--- config.mk ---
export PLATFORM = sky130hd
export DESIGN_NAME = serial_char_assembler_flat
export DESIGN_NICKNAME = d
export VERILOG_FILES = /design/src/rtl/serial_char_assembler_if.sv /design/src/rtl/serial_char_assembler.sv /design/src/flat_wrapper.sv
export SDC_FILE = /design/constraint.sdc
export NUM_CORES = 1
export LEC_CHECK = 0
export ABC_CLOCK_PERIOD_IN_PS = 1400
export BUFFER_PORTS_ARGS = -buffer_cell sky130_fd_sc_hd__buf_4
export CORE_ASPECT_RATIO = 0.9
export CORE_MARGIN = 3
export CORE_UTILIZATION = 30
export DETAILED_ROUTE_END_ITERATION = 6
export HOLD_SLACK_MARGIN = 0.1
export PLACE_DENSITY_LB_ADDON = 0.2
export REMOVE_ABC_BUFFERS = 1
export SLEW_MARGIN = 40
export SYNTH_ARGS = -nofsm -noshare
export SYNTH_HDL_FRONTEND = slang
export SYNTH_SLANG_ARGS = --single-unit
--- constraint.sdc ---
create_clock -name clk -period 1.4 [get_ports clk]
set_input_delay 0.14 -clock clk [delete_from_list [all_inputs] [get_ports clk]]
set_output_delay 0.14 -clock clk [all_outputs]
set_load 0.03 [all_outputs]
--- src/rtl/serial_char_assembler_if.sv ---
// serial_char_assembler_if
//   Bundle between the bit sampler / character consumer and the character
//   assembler.
//   master: drives enable, bit_valid, bit_data, char_ready; observes results.
//   slave : the assembler; consumes bits, presents the buffered character.
//   enable       receive enable (low aborts the character in progress)
//   bit_valid    one-cycle strobe qualifying bit_data
//   bit_data     sampled serial bit
//   char_ready   consumer accepts the buffered character
//   char_valid   buffered character available
//   char_data    buffered character, DATA_BITS wide
//   parity_error parity mismatch for the buffered character
//   overrun      sticky: a completed character was dropped
//   bit_count    bits accepted so far in the current character
interface serial_char_assembler_if #(
    parameter int DATA_BITS = 8
);
    localparam int CW = $clog2(DATA_BITS + 2);

    logic                 enable;
    logic                 bit_valid;
    logic                 bit_data;
    logic                 char_ready;
    logic                 char_valid;
    logic [DATA_BITS-1:0] char_data;
    logic                 parity_error;
    logic                 overrun;
    logic [CW-1:0]        bit_count;

    modport master (
        output enable, bit_valid, bit_data, char_ready,
        input  char_valid, char_data, parity_error, overrun, bit_count
    );

    modport slave (
        input  enable, bit_valid, bit_data, char_ready,
        output char_valid, char_data, parity_error, overrun, bit_count
    );
endinterface

--- src/rtl/serial_char_assembler.sv ---
// serial_char_assembler
//   Serial-to-parallel character assembler. Shifts DATA_BITS data bits plus
//   an optional parity bit into a character and hands it to the consumer
//   through a one-entry valid/ready buffer with parity-error and overrun
//   reporting.
//   Parameters: DATA_BITS (5..9), PARITY_MODE (0 none, 1 even, 2 odd),
//               LSB_FIRST (1: first bit -> char_data[0]).
//   Ports: clk, reset (synchronous, active-high), bus (slave modport of
//          serial_char_assembler_if, DATA_BITS must match).
module serial_char_assembler #(
    parameter int DATA_BITS   = 8,
    parameter int PARITY_MODE = 0,
    parameter int LSB_FIRST   = 1
) (
    input  logic                    clk,
    input  logic                    reset,
    serial_char_assembler_if.slave  bus
);
    localparam int CW = $clog2(DATA_BITS + 2);
    localparam bit HAS_PARITY = (PARITY_MODE != 0);

    // DONE is the one-cycle landing state after a parity bit; it accepts a
    // new first bit exactly like DATA so back-to-back characters need no gap.
    typedef enum logic [1:0] {DATA, PARITY, DONE} state_t;

    state_t               state, stateNext;
    logic [DATA_BITS-1:0] shiftReg, shiftNext, shiftIn;
    logic [CW-1:0]        bitCount, countNext;
    logic                 charValid, parityErr, overrunReg;
    logic [DATA_BITS-1:0] charData;

    logic                 accept, lastData, complete, compPerr;
    logic                 load, drop;
    logic [DATA_BITS-1:0] compData;

    assign accept   = bus.enable && bus.bit_valid;
    assign lastData = accept && (state != PARITY) && (bitCount == CW'(DATA_BITS - 1));

    // Shift direction places the first received bit at bit 0 (LSB_FIRST)
    // or at the top bit after DATA_BITS shifts.
    assign shiftIn = (LSB_FIRST != 0) ? {bus.bit_data, shiftReg[DATA_BITS-1:1]}
                                      : {shiftReg[DATA_BITS-2:0], bus.bit_data};

    // ---------------- state register ----------------
    always_ff @(posedge clk) begin
        if (reset) state <= DATA;
        else       state <= stateNext;
    end

    // ---------------- next-state logic ----------------
    always_comb begin
        stateNext = state;
        if (!bus.enable) begin
            stateNext = DATA;
        end else begin
            case (state)
                DATA, DONE: begin
                    stateNext = DATA;
                    if (lastData && HAS_PARITY) stateNext = PARITY;
                end
                PARITY:  if (bus.bit_valid) stateNext = DONE;
                default: stateNext = DATA;
            endcase
        end
    end

    // ---------------- output / datapath logic ----------------
    always_comb begin
        shiftNext = shiftReg;
        countNext = bitCount;
        complete  = 1'b0;
        compData  = shiftIn;
        compPerr  = 1'b0;
        if (!bus.enable) begin
            shiftNext = '0;
            countNext = '0;
        end else if (bus.bit_valid) begin
            if (state == PARITY) begin
                complete  = 1'b1;
                compData  = shiftReg;
                compPerr  = ((^shiftReg) ^ bus.bit_data) != (PARITY_MODE == 2);
                countNext = '0;
            end else begin
                shiftNext = shiftIn;
                if (lastData) begin
                    countNext = HAS_PARITY ? CW'(DATA_BITS) : '0;
                    complete  = !HAS_PARITY;
                end else begin
                    countNext = bitCount + 1'b1;
                end
            end
        end
    end

    // Completion is judged against the pre-edge buffer: a slot frees up
    // when the current character is being accepted on this same edge.
    assign load = complete && (!charValid || bus.char_ready);
    assign drop = complete && charValid && !bus.char_ready;

    always_ff @(posedge clk) begin
        if (reset) begin
            shiftReg   <= '0;
            bitCount   <= '0;
            charValid  <= 1'b0;
            charData   <= '0;
            parityErr  <= 1'b0;
            overrunReg <= 1'b0;
        end else begin
            shiftReg <= shiftNext;
            bitCount <= countNext;
            if (load) begin
                charValid <= 1'b1;
                charData  <= compData;
                parityErr <= compPerr;
            end else if (charValid && bus.char_ready) begin
                charValid <= 1'b0;
            end
            if (!bus.enable) overrunReg <= 1'b0;
            else if (drop)   overrunReg <= 1'b1;
        end
    end

    assign bus.char_valid   = charValid;
    assign bus.char_data    = charData;
    assign bus.parity_error = parityErr;
    assign bus.overrun      = overrunReg;
    assign bus.bit_count    = bitCount;
endmodule

--- src/flat_wrapper.sv ---
// flat-port wrapper written by rule: the top's interface ports become plain ports
module serial_char_assembler_flat 
#(
    parameter int DATA_BITS   = 8,
    parameter int PARITY_MODE = 0,
    parameter int LSB_FIRST   = 1
)
  (clk, reset, bus_enable, bus_bit_valid, bus_bit_data, bus_char_ready, bus_char_valid, bus_char_data, bus_parity_error, bus_overrun, bus_bit_count);
  serial_char_assembler_if #(.DATA_BITS(DATA_BITS)) bus_i ();
  input  logic clk;
  input  logic reset;
  input wire logic [$bits(bus_i.enable)-1:0] bus_enable;
  input wire logic [$bits(bus_i.bit_valid)-1:0] bus_bit_valid;
  input wire logic [$bits(bus_i.bit_data)-1:0] bus_bit_data;
  input wire logic [$bits(bus_i.char_ready)-1:0] bus_char_ready;
  output wire logic [$bits(bus_i.char_valid)-1:0] bus_char_valid;
  output wire logic [$bits(bus_i.char_data)-1:0] bus_char_data;
  output wire logic [$bits(bus_i.parity_error)-1:0] bus_parity_error;
  output wire logic [$bits(bus_i.overrun)-1:0] bus_overrun;
  output wire logic [$bits(bus_i.bit_count)-1:0] bus_bit_count;
  assign bus_i.enable = bus_enable;
  assign bus_i.bit_valid = bus_bit_valid;
  assign bus_i.bit_data = bus_bit_data;
  assign bus_i.char_ready = bus_char_ready;
  assign bus_char_valid = bus_i.char_valid;
  assign bus_char_data = bus_i.char_data;
  assign bus_parity_error = bus_i.parity_error;
  assign bus_overrun = bus_i.overrun;
  assign bus_bit_count = bus_i.bit_count;
  serial_char_assembler #(.DATA_BITS(DATA_BITS), .PARITY_MODE(PARITY_MODE), .LSB_FIRST(LSB_FIRST)) u_core (.clk(clk), .reset(reset), .bus(bus_i));
endmodule
==> results of run 1 <==
-- worst paths after layout --
check                     startpoint                       to  slack, ns  cells after the start
max reg2reg  u_core.bus.bit_count[2]  u_core.bus.char_data[2]       0.11                      4
max                            reset  u_core.bus.bit_count[0]       0.08                      5
min                   bus_char_ready    u_core.bus.char_valid       0.17                      3
min reg2reg  u_core.bus.char_data[0]  u_core.bus.char_data[0]       0.48                      2
-- worst min-delay path: cells and delay by family --
family,cells,cell delay [ns]
AOI/OAI and AO/OA,1,0.08
buffers and inverters,1,0.07
and+or+nand+nor,1,0.14
-- cell type report --
class / instances / area, sq um
timing repair buffer: 24 / 189
sequential: 21 / 423
tap: 40 / 50.0
inverter: 1 / 3.75
multi-input combinational: 60 / 463
clock buffer: 4 / 26.3
fill: 296 / 1640
-- repair_timing --
item	in CTS	in global routing
setup buffers	0	0
endpoints found under the hold margin	3	0
endpoints found under the setup margin	0	6
resized for setup	0	6
hold buffers	2	0
-- state kept, by name, indices dropped and copies added, names as in the netlist --
signal                 flops
u_core.shiftReg            7
u_core.bus.char_valid      1
u_core.bus.overrun         1
u_core.bus.bit_count       4
u_core.bus.char_data       8
-- cells in the final DEF, fill, tap and decap left out, drive strengths merged --
master and instances:
nor3b 1, dlygate4sd3 2, a21oi 1, ha 1
nor2 10, dfxtp 21, mux2i 16, buf 22
nand4 1, nand4b 1, nand2b 19, nor3 2
or2 1, xor2 2, clkbuf 4, inv 1
conb 1, or3b 1, o21ba 1, o22ai 1
nand2 1
-- cell families after synthesis --
group	synth area share
fa+ha+maj	0.0139
compound gates	0.0237
buf+inv	0.0404
simple gates	0.252
mux	0.178
xor+xnor	0.0195
flops	0.468
other cells	0.00417
-- power groups by stage --
stage / registers [mW] / clock network, mW / logic (mW)
global placement: 0.616 / 0 / 0.0689
floorplan: 0.620 / 0 / 0.0304
CTS: 0.603 / 0.307 / 0.0742
global route: 0.605 / 0.332 / 0.0810
finish: 0.604 / 0.290 / 0.0740
detailed placement: 0.616 / 0 / 0.0697
-- routing by layer --
layer  track usage  vias to the layer above  part of all wire
met5             0                        -                 0
met4        0.0277                        0            0.0085
met2         0.152                       16              0.42
li1              -                      331                 -
met3        0.0446                        2             0.047
met1         0.127                      297              0.52
-- per-stage QoR --
| step | utilization | std cells | instance area (sq um) |
|---|---|---|---|
| floorplan | - | 82 | 866 |
| global placement | 0.387 | 144 | 1080 |
| detailed placement | 0.387 | 144 | 1080 |
| CTS | 0.404 | 150 | 1130 |
| global route | 0.414 | 150 | 1150 |
| finish | 0.414 | 150 | 1150 |
==> summary.md, run 1 <==
| Metric | Value |
|---|---|
| Overall Global Routing Usage | 0.0991 |
| Clock-pin slew on the worst setup and hold paths | 0.12 ns |
| Setup ws final | 0.0782 ns |
| Wire per inst | 11.0 um |
| Final hold vios | 0 |
| Largest net degree at the start of global routing | 19 |
| Cts bufs inserted | 3 |
| Switching power | 0.220 mW |
| CP startpoint kind | input port |
| Die ar. | 3690 sq um |
| Top cells by count, synth | 21 x dfxtp_1, 18 x nand2b_1, 16 x mux2i_1 |
| Buf/Inv on CP | 2 |
| Nets | 118 |
| Vias per inst | 4.31 |
| Yosys top cell by area | dfxtp_1 |
| Vias | 646 |
| Combinational power share | 0.076 |
| Sequential Power Share | 0.624 |
| Layout cell share with drive strength beyond 1 | 0.291 |
| Netlist cell types | 23 |
| Hold WC Path Type | input port to register |
| Cell class contributing the biggest share of worst-path delay | buffers and inverters |
| Post-place setup slack | 0.0808 ns |
| CP max FO | 18 |
| Syn Area/Cell | 10.3 sq um |
| Synth async-reset ratio | 0 |
| Post-route ant nets | 0 |
| Max-slew violation count | 0 |
| Clock skew | 0.00993 ns |
| Core outline area | 2790 sq um |
| CP Capture Type | register |
| Initial core utilization | 0.322 |
| Synth Instances | 87 |
| Period utilization | 0.944 |
| Top-count cell post-synth | dfxtp_1 |
| Min Tclk post-route | 1.32 ns |
| Sequential fraction of the synthesis area | 0.468 |
| Total Wirelength | 1.65 mm |
| Crit path kind | input port to register |
| Die height | 57.9 um |
| Int Pwr | 0.749 mW |
| Yosys warnings | 0 |
| Total negative slack | 0 ns |
| Min Hold Slack | 0.166 ns |
| PortBufs | 19 |
| Vias in the first global route | 630 |
| Pwr dens | 838 nW/um^2 |
| CP max stage cell | dlygate4sd3_1 |
| CTS Buffer Depth | 2 |
| Top-area cell type share of the netlist area | 0.468 |
| Switching share of total power | 0.227 |
| Clk sinks | 21 |
| Max-cap violations | 0 |
| Pwr Total | 0.968 mW |
| Die W | 63.7 um |
| DP HPWL | 1.13 mm |
| GP Congestion | 0.712 |
| Crit-path cells | dlygate4sd3_1 > buf_4 > nand2b_4 > or3b_1 > o22ai_1 |
| Number of synthesized flops with an enable pin | 0 |
| Setup Viol. Count Final | 0 |
| Synth Register Bits | 21 |
| Root Buffer | clkbuf_4 |
| CP max stage delay | 0.53 ns |
| Lkg Pwr | 0.467 nW |
| Fmax | 0.757 GHz |
| Peak VDD IR | 0.399 mV |
| # rows | 18 |
| Remaining DRCs | 0 |
| Drt first-iter violations | 20 |
| I/O pin cnt | 21 |
| Clock power frac | 0.300 |
| Status | finished clean |
| CP required | 1.63 ns |
| Layout area overhead | 28.6% |
| Drt first pass iters | 3 |
| Post-Syn Area | 898 sq um |
| TritonCTS clock tree | built |
| Top_reg_cell synth | dfxtp_1 |
| Worst skew pair latency | 0.30 ns |
| First-pass GRT wire length | 2.85 mm |
| H-tree depth | 1 |
| Antenna Cells | 0 |
| CP arrival | 1.55 ns |
| Total gr overflow | 0 |
| Initial antenna violation count | 0 |
| Largest cells by area after synthesis | dfxtp_1 47%, mux2i_1 18%, nand2b_1 13% |
(Power assumes the default switching activity.)
==> inputs of run 2 (changes only) <==
--- a/config.mk
+++ b/config.mk
@@ -11,6 +11,8 @@
 export CORE_MARGIN = 3
 export CORE_UTILIZATION = 30
 export DETAILED_ROUTE_END_ITERATION = 6
+export GPL_ROUTABILITY_DRIVEN = 1
+export GPL_TIMING_DRIVEN = 0
 export HOLD_SLACK_MARGIN = 0.1
 export PLACE_DENSITY_LB_ADDON = 0.2
 export REMOVE_ABC_BUFFERS = 1
==> run 2 against run 1 <==
Compared with the run above: final cell count unchanged; total power decreased by 0.89%; via count decreased by 0.93%; hold slack got worse by 0.064 ns; die area unchanged.
==> summary.md, run 2 (same netlist as run 1, synthesis figures left out) <==
| Metric | Value |
|---|---|
| Status | finished clean |
| Clock skew | 0.00333 ns (-0.00660 ns) |
| CP required | 1.63 ns (about the same) |
| Final hold vios | 0 (unchanged) |
| Min Tclk post-route | 1.29 ns (-0.0362 ns) |
| CP max stage cell | dfxtp_2 |
| Peak VDD IR | 0.482 mV (+21%) |
| Overall Global Routing Usage | 0.0943 (-0.00484) |
| Max-slew violation count | 0 (unchanged) |
| Remaining DRCs | 0 (unchanged) |
| Commonest non-fill, non-tap cells in the layout | 22 x buf_4, 19 x dfxtp_1, 18 x nand2b_1 |
| I/O pin cnt | 21 (unchanged) |
| Initial antenna violation count | 0 (unchanged) |
| Lkg Pwr | 0.468 nW (+0.24%) |
| CP max stage delay | 0.39 ns (-0.14 ns) |
| # rows | 18 (unchanged) |
| Clk sinks | 21 (unchanged) |
| First-pass GRT wire length | 2.71 mm (-4.8%) |
| TritonCTS clock tree | built |
| Crit-path cells | ha_4 > nand4b_4 > nor3b_4 > buf_12 > mux2i_1 |
| Wire per inst | 10.5 um (-4.4%) |
| Drt first pass iters | 3 (unchanged) |
| GP Congestion | 0.661 (-7.1%) |
| Largest net degree at the start of global routing | 19 (unchanged) |
| Crit path kind | register to register |
| Max-cap violations | 0 (unchanged) |
| Nets | 118 (unchanged) |
| Number of flip-flops in the largest register | 8 (unchanged) |
| CP startpoint kind | register |
| Post-route ant nets | 0 (unchanged) |
| Antenna Cells | 0 (unchanged) |
| Cts bufs inserted | 3 (unchanged) |
| Worst skew pair latency | 0.30 ns (about the same) |
| Vias per inst | 4.27 (-0.93%) |
| Core outline area | 2790 sq um (unchanged) |
| Die ar. | 3690 sq um (unchanged) |
| Most common cell after layout, fill and taps aside | buf_4 |
| Total Wirelength | 1.58 mm (-4.4%) |
| Layout area overhead | 30.2% |
| Buf/Inv on CP | 1 (-1) |
| Unrepaired setup endpoints after global routing | no |
| CP arrival | 1.52 ns (-0.03 ns) |
| Clock-pin slew on the worst setup and hold paths | 0.11 ns (about the same) |
| Cell class contributing the biggest share of worst-path delay | flip-flops |
| Vias in the first global route | 585 (-7.1%) |
| CP max FO | 8 (-10) |
| Total negative slack | 0 ns (unchanged) |
| Vias | 640 (-0.93%) |
| Root Buffer | clkbuf_4 |
| Pwr dens | 820 nW/um^2 (-2.2%) |
| Fmax | 0.778 GHz (+2.8%) |
| Initial core utilization | 0.322 (unchanged) |
| DP Area | 1060 sq um (-2.1%) |
| CTS Buffer Depth | 2 (unchanged) |
| Die height | 57.9 um (unchanged) |
| Die W | 63.7 um (unchanged) |
| Total gr overflow | 0 (unchanged) |
| Layout cell share with drive strength beyond 1 | 0.300 (+0.00909) |
| DP HPWL | 1.06 mm (-6.1%) |
| CP Capture Type | register |
| Drt first-iter violations | 11 (-45%) |
| Design Area, Final | 1170 sq um (+1.3%) |
| H-tree depth | 1 (unchanged) |
| Fillers | 295 (-0.34%) |
| PortBufs | 19 (unchanged) |
| Hold WC Path Type | input port to register |
| Pwr Total | 0.960 mW (-0.89%) |
| Setup Viol. Count Final | 0 (unchanged) |
| Period utilization | 0.918 (-0.0259) |
==> run 2: worst paths after layout <==
| kind | start | cells past startpoint | endpoint | slack, ns |
|---|---|---|---|---|
| worst min-delay path | reset | 2 | u_core.bus.char_valid | 0.10 |
| worst min register to register | u_core.bus.char_data[4] | 2 | u_core.bus.char_data[4] | 0.48 |
| worst max-delay path | u_core.bus.bit_count[1] | 5 | u_core.bus.char_data[2] | 0.11 |
| worst max register to register | u_core.bus.bit_count[1] | 5 | u_core.bus.char_data[2] | 0.11 |
==> run 2: per-layer routing <==
metal | vias up | part of all wire | global-route usage
met5 | - | 0 | 0
met4 | 0 | 0.0089 | 0.0185
met3 | 2 | 0.078 | 0.0523
met2 | 18 | 0.42 | 0.146
met1 | 289 | 0.49 | 0.116
li1 | 331 | - | -
==> run 2: per-stage QoR <==
stage / hold slack [ns] / std cells / worst slack [ns] / util
floorplan: 0.209 / 82 / -0.373 / -
global placement: 0.394 / 141 / -0.409 / 0.379
detailed placement: 0.396 / 141 / -0.419 / 0.379
CTS: 0.103 / 147 / 0.0133 / 0.406
global route: 0.108 / 150 / 0.00477 / 0.419
finish: 0.102 / 150 / 0.114 / 0.419
==> run 2: layout make-up <==
type,count,area (sq um),share of cell area
Inverter,1,3.75,0.00321
Timing Repair Buffer,24,195,0.167
Clock buffer,4,26.3,0.0225
Tap cell,40,50.0,0.0428
Sequential cell,21,425,0.364
Multi-Input combinational cell,60,469,0.401
==> run 2: worst reg2reg max path, stage by stage, from the launching register on <==
cell,delay [ns]
dfxtp_2,0.39
ha_4,0.15
nand4b_4,0.11
nor3b_4,0.23
buf_12,0.16
mux2i_1,0.18
==> run 2: report_power, final <==
| group | switching [mW] | leakage (nW) | internal, mW |
|---|---|---|---|
| registers | 0.00409 | 0.171 | 0.600 |
| logic | 0.0361 | 0.283 | 0.0343 |
| clock network | 0.175 | 0.0150 | 0.111 |
==> run 2: repair_timing <==
action	in CTS	in global routing
hold buffers	1	0
pin swaps	1	1
resized for setup	5	2
hold endpoints to repair	1	0
setup endpoints to repair	8	8
setup buffers	1	3
